==> src/rtl/ps2_zx_keymatrix.sv <==
// PS/2 set-2 byte stream to ZX Spectrum 8x5 keyboard matrix.
// Also tracks hot-key flags used for NMI and reset generation.
module ps2_zx_keymatrix #(
  parameter bit EXTKEYS  = 1'b1,
  parameter int PAUSELEN = 7
) (
  input  logic       clock,
  input  logic       reset,
  input  logic       kstb,
  input  logic [7:0] code,
  input  logic [7:0] a,
  output logic [4:0] q,
  output logic       f5,
  output logic       f12,
  output logic       ctrl,
  output logic       alt,
  output logic       del,
  output logic       scrlck
);

  localparam int CW = (PAUSELEN < 2) ? 1 : $clog2(PAUSELEN + 1);

  typedef enum logic [2:0] {
    S_IDLE,
    S_EXT,
    S_BRK,
    S_EXTBRK,
    S_PAUSE
  } state_t;

  state_t        state_q;
  logic [CW-1:0] cnt_q;
  logic [40:0]   keys_q, keys_d;
  logic [4:0]    comp_q, comp_d;
  logic [8:0]    flg_q, flg_d;
  logic [4:0]    q_q, q_d;
  logic          plain_ev, ext_ev, clr_ev, val;
  logic          dir_hit;
  logic [5:0]    dir_idx;
  logic [39:0]   prs;

  // Bit index is row*5+col; bit 40 is right shift, folded into CS.
  function automatic logic [6:0] dmap(input logic [7:0] c);
    logic [6:0] r;
    r = 7'd0;
    case (c)
      8'h12: r = {1'b1, 6'd0};
      8'h1A: r = {1'b1, 6'd1};
      8'h22: r = {1'b1, 6'd2};
      8'h21: r = {1'b1, 6'd3};
      8'h2A: r = {1'b1, 6'd4};
      8'h1C: r = {1'b1, 6'd5};
      8'h1B: r = {1'b1, 6'd6};
      8'h23: r = {1'b1, 6'd7};
      8'h2B: r = {1'b1, 6'd8};
      8'h34: r = {1'b1, 6'd9};
      8'h15: r = {1'b1, 6'd10};
      8'h1D: r = {1'b1, 6'd11};
      8'h24: r = {1'b1, 6'd12};
      8'h2D: r = {1'b1, 6'd13};
      8'h2C: r = {1'b1, 6'd14};
      8'h16: r = {1'b1, 6'd15};
      8'h1E: r = {1'b1, 6'd16};
      8'h26: r = {1'b1, 6'd17};
      8'h25: r = {1'b1, 6'd18};
      8'h2E: r = {1'b1, 6'd19};
      8'h45: r = {1'b1, 6'd20};
      8'h46: r = {1'b1, 6'd21};
      8'h3E: r = {1'b1, 6'd22};
      8'h3D: r = {1'b1, 6'd23};
      8'h36: r = {1'b1, 6'd24};
      8'h4D: r = {1'b1, 6'd25};
      8'h44: r = {1'b1, 6'd26};
      8'h43: r = {1'b1, 6'd27};
      8'h3C: r = {1'b1, 6'd28};
      8'h35: r = {1'b1, 6'd29};
      8'h5A: r = {1'b1, 6'd30};
      8'h4B: r = {1'b1, 6'd31};
      8'h42: r = {1'b1, 6'd32};
      8'h3B: r = {1'b1, 6'd33};
      8'h33: r = {1'b1, 6'd34};
      8'h29: r = {1'b1, 6'd35};
      8'h14: r = {1'b1, 6'd36};
      8'h3A: r = {1'b1, 6'd37};
      8'h31: r = {1'b1, 6'd38};
      8'h32: r = {1'b1, 6'd39};
      8'h59: r = {1'b1, 6'd40};
      default: r = 7'd0;
    endcase
    return r;
  endfunction

  always_comb {dir_hit, dir_idx} = dmap(code);

  always_comb begin
    plain_ev = 1'b0;
    ext_ev   = 1'b0;
    clr_ev   = 1'b0;
    val      = 1'b0;
    if (kstb) begin
      unique case (state_q)
        S_IDLE: begin
          clr_ev   = (code == 8'hAA);
          plain_ev = !(code inside {8'hE0, 8'hF0, 8'hE1, 8'hAA});
          val      = 1'b1;
        end
        S_EXT: begin
          ext_ev = (code != 8'hF0);
          val    = 1'b1;
        end
        S_BRK:    plain_ev = 1'b1;
        S_EXTBRK: ext_ev   = 1'b1;
        default: ;
      endcase
    end
  end

  always_comb begin
    keys_d = keys_q;
    comp_d = comp_q;
    flg_d  = flg_q;
    if (clr_ev) begin
      keys_d = '0;
      comp_d = '0;
      flg_d  = '0;
    end else if (plain_ev) begin
      if (dir_hit) keys_d[dir_idx] = val;
      case (code)
        8'h66: comp_d[0] = val;
        8'h03: flg_d[0]  = val;
        8'h07: flg_d[1]  = val;
        8'h14: flg_d[2]  = val;
        8'h11: flg_d[4]  = val;
        8'h71: flg_d[6]  = val;
        8'h7E: flg_d[8]  = val;
        default: ;
      endcase
    end else if (ext_ev) begin
      case (code)
        8'h14: flg_d[3] = val;
        8'h11: flg_d[5] = val;
        8'h71: flg_d[7] = val;
        8'h6B: if (EXTKEYS) comp_d[1] = val;
        8'h72: if (EXTKEYS) comp_d[2] = val;
        8'h75: if (EXTKEYS) comp_d[3] = val;
        8'h74: if (EXTKEYS) comp_d[4] = val;
        default: ;
      endcase
    end
  end

  // Each composite owns its flag, so shared keys are ORed, not overwritten.
  always_comb begin
    prs     = keys_q[39:0];
    prs[0]  = keys_q[0] | keys_q[40] | (|comp_q);
    prs[20] = keys_q[20] | comp_q[0];
    prs[19] = keys_q[19] | comp_q[1];
    prs[24] = keys_q[24] | comp_q[2];
    prs[23] = keys_q[23] | comp_q[3];
    prs[22] = keys_q[22] | comp_q[4];
  end

  always_comb begin
    logic [4:0] acc;
    acc = 5'd0;
    for (int r = 0; r < 8; r++) begin
      if (!a[r]) acc = acc | prs[r*5 +: 5];
    end
    q_d = ~acc;
  end

  always_ff @(posedge clock or negedge reset) begin
    if (!reset) begin
      state_q <= S_IDLE;
      cnt_q   <= '0;
      keys_q  <= '0;
      comp_q  <= '0;
      flg_q   <= '0;
      q_q     <= 5'h1F;
    end else begin
      keys_q <= keys_d;
      comp_q <= comp_d;
      flg_q  <= flg_d;
      q_q    <= q_d;
      if (kstb) begin
        unique case (state_q)
          S_IDLE: begin
            if (code == 8'hE0) begin
              state_q <= S_EXT;
            end else if (code == 8'hF0) begin
              state_q <= S_BRK;
            end else if (code == 8'hE1 && PAUSELEN > 0) begin
              state_q <= S_PAUSE;
              cnt_q   <= CW'(PAUSELEN);
            end
          end
          S_EXT: begin
            state_q <= (code == 8'hF0) ? S_EXTBRK : S_IDLE;
          end
          S_BRK, S_EXTBRK: state_q <= S_IDLE;
          S_PAUSE: begin
            cnt_q <= cnt_q - 1'b1;
            if (cnt_q <= CW'(1)) state_q <= S_IDLE;
          end
          default: state_q <= S_IDLE;
        endcase
      end
    end
  end

  assign q      = q_q;
  assign f5     = ~flg_q[0];
  assign f12    = ~flg_q[1];
  assign ctrl   = ~(flg_q[2] | flg_q[3]);
  assign alt    = ~(flg_q[4] | flg_q[5]);
  assign del    = ~(flg_q[6] | flg_q[7]);
  assign scrlck = ~flg_q[8];

endmodule
==> config.mk <==
export PLATFORM = sky130hd
export DESIGN_NAME = ps2_zx_keymatrix
export DESIGN_NICKNAME = d
export VERILOG_FILES = /design/src/rtl/ps2_zx_keymatrix.sv
export SDC_FILE = /design/constraint.sdc
export NUM_CORES = 1
export LEC_CHECK = 0
export ABC_AREA = 1
export CAP_MARGIN = 20
export CORE_ASPECT_RATIO = 1.75
export CORE_MARGIN = 4
export CORE_UTILIZATION = 50
export CTS_CLUSTER_DIAMETER = 50
export DETAILED_ROUTE_END_ITERATION = 12
export GPL_ROUTABILITY_DRIVEN = 0
export GPL_TIMING_DRIVEN = 0
export PLACE_DENSITY = 0.68
export SYNTH_ARGS = -nofsm -noshare
export SYNTH_HDL_FRONTEND = slang
export SYNTH_SLANG_ARGS = --single-unit
export TNS_END_PERCENT = 50
==> constraint.sdc <==
create_clock -name clock -period 2.3 [get_ports clock]
set_input_delay 0.345 -clock clock [delete_from_list [all_inputs] [get_ports clock]]
set_output_delay 0.345 -clock clock [all_outputs]
set_load 0.005 [all_outputs]
# Yosys cells after proc, flatten, opt, wreduce, memory -nomap -nowiden
# Memories as Yosys holds them, arrays and structs flattened.
# Index checks and enable logic that the tools add are counted.
[totals]
regBits = 66
mem_bits_ro = 896
input_bits = 19
out_inout_bits = 11
word_cells = 170
memories = 1
[mem_list]
columns = ["name", "words", "width", "read_ports", "rd_clocked_by_memory_dff", "wr", "line_no", "rtl"]
rows = [
  ["(name not given)", 128, 7, 1, 0, 0, "46", "case (c)"],
]
[classes]
add_sub_neg = 1
magnitude_cmp = 3
eq_ne = 26
n_mux = 59
bitwise = 24
reduce_logical = 38
[op_table]
columns = ["cell", "n"]
rows = [
  ["two-way mux 41 bit", 3],
  ["equality test 8 x 7 -> 1 bit (second input constant)", 7],
  ["two-way mux 5 bit", 9],
  ["bitwise mux 41 bit", 1],
  ["OR 5 bit", 7],
  ["equality test 8 bit (second input constant)", 4],
  ["nonzero test 2 bit", 15],
  ["two-way mux 1 bit", 28],
  ["two-way mux 3 bit", 8],
  ["AND reduction 3 bit", 8],
  ["equality test 8 x 5 -> 1 bit (second input constant)", 2],
  ["AND reduction 2 bit", 8],
  ["OR 1 bit", 10],
  ["two-way mux 9 bit", 1],
  ["one-hot mux 3 bit (3 select lines)", 1],
  ["equality test 8 x 2 -> 1 bit (second input constant)", 1],
  ["equality test 8 x 3 -> 1 bit (second input constant)", 1],
  ["two-way mux 4 bit", 2],
  ["inequality test 2 bit (second input constant)", 4],
  ["inequality test 8 bit (second input constant)", 1],
  ["less-than comparator 6 x 7 -> 1 bit (second input constant)", 1],
  ["two-way mux 7 bit", 1],
  ["demux 1 bit (select 6 bit)", 1],
  ["equality test 3 x 2 -> 1 bit (second input constant)", 2],
  ["19 further kinds", 25],
]

# Logic depth before layout (Yosys ltp)
# Gate-level depths: netlist of the first run.
[logic_depth]
depth_word = 18
depth_mapped = 17
ltp_nobuf = 16

# Worst setup path after synthesis of the first run
# Ideal clock, no wire load.
[synth_path]
kind = "input to register"
startpoint = "input port code[0]"
endpoint = "register keys_q[39]"
setup_time_ns = 0.116
t_arrival_ns = 1.837
required_ns = 2.184
setup_slack_ns = 0.346
stages = 15
n_path_buf = 0
cell_sequence = "inv_1 ha_1 nand2_1 a21oi_1 nand2_1 nand2_1 nand2_1 o21ai_4 inv_2 nor2_4 nand2_1 nand2_1 nand2_1 nand2_1 nand2_1"
[synth_between]
elab_chain_len = 10
elab_cells_between_ends = 24
classes_between = "2 x order compare; 4 x eq/ne; 11 x mux; 6 x reduce/logical; 1 x memory"
[synth_rtl]
columns = ["item", "line_no", "rtl"]
rows = [
  ["from (decl)", "10", "input logic [7:0] code,"],
  ["memory (128 x 7 bit)", "--", ""],
  ["two-way mux 7 bit", "46", ""],
  ["less-than comparator 6 x 7 -> 1 bit (not written as such) or >= comparator 6 x 1 -> 1 bit (tied branches)", "127", "if (dir_hit) keys_d[dir_idx] = val;"],
  ["logical AND 1 bit (not written as such)", "127", ""],
  ["two-way mux 1 bit (not written as such)", "127", ""],
  ["demux 1 bit (select 6 bit)", "127", ""],
  ["bitwise mux 41 bit", "127", ""],
  ["two-way mux 41 bit", "127", ""],
  ["two-way mux 41 bit", "126", "end else if (plain_ev) begin"],
  ["two-way mux 41 bit", "122", "if (clr_ev) begin"],
  ["to (signal assigned)", "181", "keys_q <= keys_d;"],
  ["to (decl)", "33", "logic [40:0] keys_q, keys_d;"],
]
# Parallel ways exist; a longest one is shown, timed or not. The select of a mux whose other input is x is not followed.
# A chain may end at the register's enable or synchronous reset.

# Worst setup path in the final report of the first run
[layout_path]
startpoint = "input port code[0]"
endpoint = "register keys_q[7]"
# Same word-level chain as after synthesis.

==> results.cfg, run 1 <==
[outcome]
status = complete, no violations

[setup_path]
timing.rr.end = keys_q[7]
arrival_ns = 2.44
ff2ff_setup_slack_ns = 0.19
critPathKind = input port to register
crit_start = code[0]
critPathLaunchType = input port
cp_data_required_time_ns = 2.53
r2r_cells = 14
worstSetupEndpointType = register
critPathMaxFanout = 9
crit_end = keys_q[7]
r2r_start = state_q[2]

[synthesis]
syn-cell-area_um2 = 4820
synthFlopType = dfrtp_1
netlist_instances = 744
yosys-top-cells-area = dfrtp_1 32%, nand2_1 24%, nand3_1 7.3%
synth_nets = 771
synth_cell_type_count = 38
ys_seq_area_share_pct = 34.4
ys_ff_latch = 66
yosys.area.top_type = dfrtp_1
synth_edf_count = 0
avgSynthCellArea_um2 = 6.47
async_flop_share_pct = 100
synth_most_common_cell = nand2_1
yosys-top-cells-count = 311 x nand2_1, 82 x inv_1, 70 x nand3_1
synth_top_area_share_pct = 31.7
yosys_warnings = 0

[detailed_routing]
drt-vias-per-instance = 5.65
via_count = 5253
drtIter0Drc = 414
wl_mm = 16.1
remaining_drc_errors = 0
wl_per_cell_um = 17.3
drt_pass1_iterations = 8
final_antenna_net_count = 0

[die]
die_x_um = 82.2
dieArea_um2 = 11300
start_util_pct = 51.2
core_area_um2 = 9410
io_pins = 30
placementRows = 47
die_h_um = 138

[clock_network]
cts_tree = built
clock_latency_ns = 0.34
cts.sinks = 66
root_buffer = clkbuf_16
htree_levels = 3
cts_made_buffers = 9
clkTransAtPathRegs_ns = 0.05
cts_buffer_depth = 2
holdBufCountCts = 0

[sta]
finalCritPeriodShare_pct = 96.3
slew_headroom_pct = 43.5
slew_violations = 0
fin_worst_skew_ns = 0.00414
worst_pin_slew_ns = 0.847
hold_ws_ns = 0.0953
tns_ns = 0
max_freq_ghz = 0.451
fin_crit_ns = 2.22
rsz0062_at_grt = true
finalSetupViolations = 0
hold_violations = 0

[place]
placed_area_um2 = 5260
dp.cells = 895
port_buffers = 29
dp_hpwl_mm = 11.4

[power_and_ir_drop]
ir_worst_vdd_v = 0.000360
powerDensity_nw_per_um2 = 617
p_leak_nw = 3.24
fin_total_pwr_w = 0.00361

[cells_and_area]
drive_gt1_share_pct = 16.1
final_area_um2 = 5840
syn_to_final_growth_pct = 21.3
multi_input_area_um2 = 2820
n_antenna_cell = 0
layoutNonFillerInstCount = 930
seq_area_um2 = 1660
fill_cells = 903
layout.nets = 830

[grt]
antenna_found_initial = 0
grt_max_degree = 67
grt_pass1_vias = 4905
grt_pass1_wl_mm = 24.4
grt_usage_pct = 28.7
grt_overflow = 0

[worst_hold_path]
min_path_type = input port to asynchronous set/reset pin

[run]
max_cap_viol_count = 0
## metrics by stage
| step | util (%) | worst slack, ns |
|---|---|---|
| 2_1_floorplan | - | 0.346 |
| 5_1_grt | 62.1 | -0.0362 |
| 3_5_place_dp | 55.9 | -0.984 |
| 4_1_cts | 60.1 | -0.00920 |
| 6_report | 62.1 | 0.0849 |
| 3_3_place_gp | 55.9 | -1.36 |
## cell usage in the layout (no fill, tap or decap), types with 3 or more instances in the layout
cell	count
nand2_1	306
inv_1	79
nand3_1	65
dfrtp_1	61
nor2_1	37
o21ai_0	33
a21oi_1	24
buf_4	24
clkdlybuf4s50_1	20
nor2_4	14
nand2_2	11
a31oi_1	10
nor2_2	9
clkbuf_16	9
inv_2	8
nand2_4	7
buf_2	7
nand3_2	7
buf_6	6
ha_1	6
dfstp_2	5
nor4_1	4
nor3_1	4
clkbuf_1	4
clkinv_2	4
o21ai_2	3
inv_4	3
o31ai_1	3
dlymetal6s2s_1	3
## layout make-up
cell class | count | share of cell area [%]
inverters | 90 | 5.91
flip-flops and latches | 66 | 28.4
clock inverters | 6 | 1.01
well taps | 122 | 2.61
plain buffers | 23 | 2.93
multi-input cells | 568 | 48.2
clock buffers | 10 | 3.92
repair buffers | 45 | 7.02
## critical path, stage by stage
cell	delay, ns
buf_2	0.16
inv_2	0.15
ha_2	0.29
nand2_2	0.13
a21oi_1	0.16
nand2_1	0.07
nand2_1	0.05
nand2_1	0.09
o21ai_4	0.28
inv_4	0.15
nor2_4	0.24
nand2_1	0.10
nand2_1	0.07
nand2_1	0.05
nand2_1	0.05
nand2_1	0.05
## power by group
part / switching [W] / total, W / internal, W
clock: 0.000526 / 0.00136 / 0.000833
sequential: 0.0000599 / 0.00131 / 0.00125
combinational: 0.000621 / 0.000933 / 0.000311
## cells by family (layout without fill, tap and decap cells)
family | Yosys count | after routing | synth area share, %
and+or+nand+nor | 467 | 470 | 42.0
buffers and inverters | 113 | 174 | 10.4
AOI/OAI and AO/OA | 90 | 90 | 11.1
DFF | 66 | 66 | 34.4
adders and majority gates | 8 | 8 | 2.08
## metal layers
metal / up-vias / GRT usage [%] / wire length, um
met4: 0 / 19.0 / 1120
met1: 2442 / 28.8 / 5660
li1: 2483 / - / -
met3: 82 / 5.17 / 821
met5: - / 0 / 0
met2: 246 / 52.0 / 8450
## sequential cells by signal (all words and copies together), names as in the netlist
| register | count |
|---|---|
| comp_q | 5 |
| keys_q | 41 |
| cnt_q | 3 |
| state_q | 3 |
| q | 5 |
| flg_q | 9 |
## worst min-delay path by stage
stage / startpoint / end / slack [ns] / depth (start not counted)
after global routing: reset / keys_q[9] / 0.19 / 1
after CTS: reset / keys_q[7] / 0.16 / 1
after global placement: keys_q[38] / q[3] / 0.40 / 1
after floorplan: reset / cnt_q[0] / 0.05 / 0
final: reset / keys_q[7] / 0.1 / 1
after detailed placement: keys_q[39] / q[4] / 0.41 / 1
## repair_timing
item                                    in CTS  in global routing
resized for setup                           26                 38
endpoints found under the hold margin        0                  0
gates cloned                                 1                  2
endpoints found under the setup margin      60                 49
pin swaps                                    3                 10
setup buffers                                7                  9
Note: power is estimated with default switching activity, not from simulation.
==> run 2: changes to the inputs <==
- GPL_TIMING_DRIVEN: 0 -> unset
==> run 2 against run 1 <==
Compared with the run above: sequential power about the same; fmax down 0.15%; cell count up 8.9%; combinational power is 22% higher; flip-flop and latch count is the same; non-clock buffer count rose by 79; critical endpoint is now keys_q[18]; largest power group unchanged.
==> results.cfg, run 2 (synthesized netlist as in run 1, its figures left out) <==
[outcome]
status = complete, no violations

[setup_path]
arrival_ns = 2.44
r2r_start = state_q[2]
critPathKind = input port to register
cp_data_required_time_ns = 2.52
crit_start = code[3]
r2r_cells = 13
max_stage_delay_ns = 0.47
crit_top_cell = nand2_1
critPathLaunchType = input port
worstSetupEndpointType = register
worst_path_max_delay_cell = clkdlybuf4s50_1
cp_cell_sequence = clkdlybuf4s50_1, buf_6, inv_2, buf_4, nor2_1, nand2_1, nand3_4, nand3_4, nor2_4, nand3_2, nand2_1, nand2_1, nand2_1, nand2_1
critPathMaxFanout = 13

[power_and_ir_drop]
cell_internal_pwr_w = 0.00260
powerDensity_nw_per_um2 = 571
p_seq_share_pct = 34.0
comb_power_share_pct = 29.4
power.switching_w = 0.00126
switching_share_pct = 32.6
ir_worst_vdd_v = 0.000495
p_leak_nw = 3.69
fin_total_pwr_w = 0.00386
pwr-share-clk_pct = 36.6

[cells_and_area]
multi_input_area_um2 = 2920
largest_registers = keys_q (41), flg_q (9)
syn_to_final_growth_pct = 40.3
final_common_cell = nand2_1
fin_util_pct = 71.8
drive_gt1_share_pct = 25.6
seq_area_um2 = 1660
final_area_um2 = 6760
fill_cells = 767
n_antenna_cell = 0
final_cell_mix = 303 x nand2_1, 97 x buf_4, 75 x inv_1
largest_reg_flops = 41
top_register = keys_q
layout.nets = 913

[die]
placementRows = 47
die_h_um = 138
dieArea_um2 = 11300
start_util_pct = 51.2
core_area_um2 = 9410
die_x_um = 82.2
io_pins = 30

[run]
max_cap_viol_count = 0

[grt]
grt_pass1_vias = 5472
grt_max_degree = 41
grt_usage_pct = 29.8
antenna_found_initial = 0
grt_pass1_wl_mm = 25.6
grt_overflow = 0

[clock_network]
root_buffer = clkbuf_16
cts_tree = built
cts.sinks = 66
cts_made_buffers = 9
clkTransAtPathRegs_ns = 0.06
htree_levels = 3
clock_latency_ns = 0.34
cts_buffer_depth = 2
holdBufCountCts = 0

[sta]
max_freq_ghz = 0.451
fin_crit_ns = 2.22
finalSetupViolations = 0
slew_headroom_pct = 56.5
tns_ns = 0
slew_violations = 0
hold_violations = 0
fin_worst_skew_ns = 0.00575
finalCritPeriodShare_pct = 96.4
worst_pin_slew_ns = 0.652
rsz0062_at_grt = true

[place]
placed_area_um2 = 5940
port_buffers = 29
dp_hpwl_mm = 11.1

[detailed_routing]
wl_per_cell_um = 16.5
wl_mm = 16.7
via_count = 5673
final_antenna_net_count = 0
drt_pass1_iterations = 6
drtIter0Drc = 451
remaining_drc_errors = 0
drt-vias-per-instance = 5.60

[worst_hold_path]
min_path_type = input port to asynchronous set/reset pin
==> run 2: cell types whose count changed in the layout (fill, tap and decap cells not counted), moves of 4 or more <==
cell / change
inv_2: +5
buf_2: -6
buf_4: +73
buf_6: +4
buf_12: +7
inv_1: -4
nor2_2: +6
clkbuf_1: -4
==> run 2: worst paths after layout <==
| path | end | slack, ns |
|---|---|---|
| max | keys_q[18] | 0.08 |
| min | keys_q[2] | 0.04 |
| max reg2reg | keys_q[29] | 0.17 |
| min reg2reg | q[4] | 0.42 |
| max in group asynchronous | q[3] | 1.60 |
| min in group clock | q[4] | 0.42 |
==> run 2: per-layer routing <==
layer | part of all wire, % | wire (um) | global-route usage (%)
met4 | 8.3 | 1390 | 25.0
met3 | 5.6 | 940 | 5.17
met5 | 0 | 0 | 0
met2 | 52 | 8760 | 53.3
met1 | 34 | 5610 | 28.2
==> run 2: layout make-up <==
cell class	count	area share (%)
Sequential cell	66	24.5
Clock inverter	6	0.963
Multi-Input combinational cell	572	43.2
Timing Repair Buffer	147	20.3
Clock buffer	10	3.54
Tap cell	122	2.26
Inverter	90	5.26
==> run 2: through the flow <==
stage               hold slack (ns)  cells  setup WS, ns
floorplan                    0.0494    744         0.346
global placement              0.398    975        -0.629
detailed placement            0.406    975        -0.692
CTS                          0.0581   1000        0.0269
global route                 0.0899   1013       -0.0380
finish                       0.0378   1013        0.0817
==> run 2: worst max-delay path, delay by kind of cell <==
family / cells / cell delay, ns
AND/OR/NAND/NOR: 10 / 1.26
buffers and inverters: 4 / 0.84
==> run 2: power groups by stage <==
stage / sequential, W / clock, W / combinational, W
3_3_place_gp: 0.00132 / 0 / 0.000952
6_report: 0.00131 / 0.00141 / 0.00114
5_1_grt: 0.00132 / 0.00146 / 0.00124
3_5_place_dp: 0.00133 / 0 / 0.000973
4_1_cts: 0.00131 / 0.00141 / 0.00104
2_1_floorplan: 0.00132 / 0 / 0.000528
==> run 2: what timing repair did <==
item                       CTS  global route
resized for setup           34            47
setup endpoints to repair   42            44
pin swaps                   14            17
setup buffers                3             9
gates cloned                 6             4
==> run 3: changes to the inputs <==
- CORE_UTILIZATION: 50 -> 48
- PLACE_DENSITY: 0.68 -> 0.66
==> run 3 against run 2 <==
Compared with the run above: count of clock-buffer cells in the layout unchanged; the run now ends with negative hold slack left; critical path type unchanged; combinational power about the same; global-route usage down 2.8 points; highest routed layer unchanged.
==> results.cfg, run 3 (synthesized netlist as in run 1, its figures left out) <==
[setup_path]
ff2ff_setup_slack_ns = 0.25
cp_cell_sequence = clkdlybuf4s50_1, buf_6, inv_2, buf_4, nand2_2, nor2_1, o21ai_2, buf_4, nand3_4, nor2_4, nand3_2, nand2_1, nand2_1, nand2_1, nand2_1
r2r_cells = 11
critPathMaxFanout = 6
crit_top_cell = nand2_1
worstSetupEndpointType = register
cp_data_required_time_ns = 2.53
critPathTopFamily = buffers and inverters
crit_cells = 15
max_stage_delay_ns = 0.49
cp_num_buf_inv = 5
timing.rr.end = flg_q[0]
r2r_start = state_q[2]
worst_path_max_delay_cell = clkdlybuf4s50_1
critPathLaunchType = input port
arrival_ns = 2.44
critPathKind = input port to register

[power_and_ir_drop]
ir_worst_vdd_v = 0.000523
p_leak_nw = 3.62
fin_total_pwr_w = 0.00390
powerDensity_nw_per_um2 = 588

[grt]
antenna_found_initial = 0
grt_overflow = 0
grt_max_degree = 67
grt_usage_pct = 27.0
grt_pass1_vias = 5431
grt_pass1_wl_mm = 25.6

[die]
dieArea_um2 = 11800
core_area_um2 = 9850
start_util_pct = 48.9
io_pins = 30
die_x_um = 83.7
placementRows = 48
die_h_um = 141

[sta]
max_freq_ghz = 0.451
hold_violations = 3
slew_violations = 0
fin_worst_skew_ns = 0.00880
tns_ns = 0
finalCritPeriodShare_pct = 96.3
slew_headroom_pct = 66.3
fin_crit_ns = 2.22
finalSetupViolations = 0
worst_pin_slew_ns = 0.501
hold_ws_ns = -0.000433
fin_ws_ns = 0.0841
rsz0062_at_grt = true

[cells_and_area]
fill_cells = 876
final_cell_mix = 300 x nand2_1, 94 x buf_4, 76 x inv_1
top_register = keys_q
syn_to_final_growth_pct = 37.6
n_antenna_cell = 0
drive_gt1_share_pct = 24.6
layout.nets = 901
final_common_cell = nand2_1
largest_reg_flops = 41
largest_registers = keys_q (41), flg_q (9)

[worst_hold_path]
min_path_type = input port to asynchronous set/reset pin

[detailed_routing]
wl_mm = 15.9
final_antenna_net_count = 0
drtIter0Drc = 419
drt_pass1_iterations = 5
drt-vias-per-instance = 5.49
remaining_drc_errors = 0
wl_per_cell_um = 15.8
via_count = 5509

[clock_network]
cts_made_buffers = 9
cts_buffer_depth = 2
htree_levels = 3
root_buffer = clkbuf_16
cts.sinks = 66
clock_latency_ns = 0.33
cts_tree = built
clkTransAtPathRegs_ns = 0.06

[place]
dp_hpwl_mm = 10.9
port_buffers = 29
pre_cts_ws_ns = -0.743

[outcome]
violations = negative hold slack
status = complete, but fails checks

[run]
max_cap_viol_count = 0
-- run 3: cell types whose count changed in the layout (fill, tap and decap cells not counted), moves of 2 or more --
cell	previous run	this run
buf_6	10	2
nand3_2	9	14
nor2_2	15	10
nand2_4	7	11
buf_4	97	94
nand2_1	303	300
nand3_1	62	59
nor2_1	35	38
clkinv_4	2	0
nand3_4	3	1
-- run 3: final cells by class --
| cell class | count | area (um2) | share of cell area (%) |
|---|---|---|---|
| timing repair buffer | 136 | 1240 | 18.8 |
| multi-input combinational | 571 | 2910 | 43.8 |
| sequential | 66 | 1660 | 25.0 |
| clock inverter | 6 | 88.8 | 1.34 |
| clock buffer | 10 | 229 | 3.45 |
| tap | 125 | 156 | 2.36 |
| inverter | 90 | 348 | 5.25 |
-- run 3: power by group --
group	total [W]	internal (W)	switching, W
clock network	0.00148	0.000951	0.000533
registers	0.00131	0.00125	0.0000516
logic	0.00111	0.000465	0.000643
-- run 3: per-stage QoR --
| stage | instance area, um2 | std cells | util, % |
|---|---|---|---|
| floorplan | 4820 | 744 | - |
| global placement | 5930 | 974 | 60.2 |
| detailed placement | 5930 | 974 | 60.2 |
| CTS | 6460 | 999 | 65.6 |
| global route | 6630 | 1004 | 67.3 |
| finish | 6630 | 1004 | 67.3 |
-- run 3: worst register-to-register path, delay by kind of cell, from the launching register on --
family | cells | cell delay (ns)
flip-flops | 1 | 0.41
buffers and inverters | 6 | 0.79
AO/OA/AOI/OAI | 1 | 0.27
AND/OR/NAND/NOR | 4 | 0.47
-- run 3: how the worst max path moves through the flow --
stage	from	endpoint	slack (ns)
6_report	code[5]	keys_q[18]	0.08
5_1_grt	code[5]	keys_q[20]	-0.05
4_1_cts	code[3]	keys_q[4]	0.01
3_5_place_dp	code[1]	keys_q[22]	-0.74
3_3_place_gp	code[1]	keys_q[31]	-0.65
2_1_floorplan	code[0]	keys_q[39]	0.35
-- run 3: routing by layer --
layer,track usage (%),vias to the layer above,wire (um)
met5,0,-,0
met4,18.6,0,1280
met3,4.36,100,894
met2,50.1,249,8220
met1,26.9,2527,5490
li1,-,2633,-
-- run 3: repair_timing --
action | CTS | global route
gates resized for setup | 33 | 38
setup buffers | 3 | 3
cloned | 6 | 2
setup endpoints to repair | 42 | 43
hold buffers | 0 | 0
pin swaps | 12 | 16
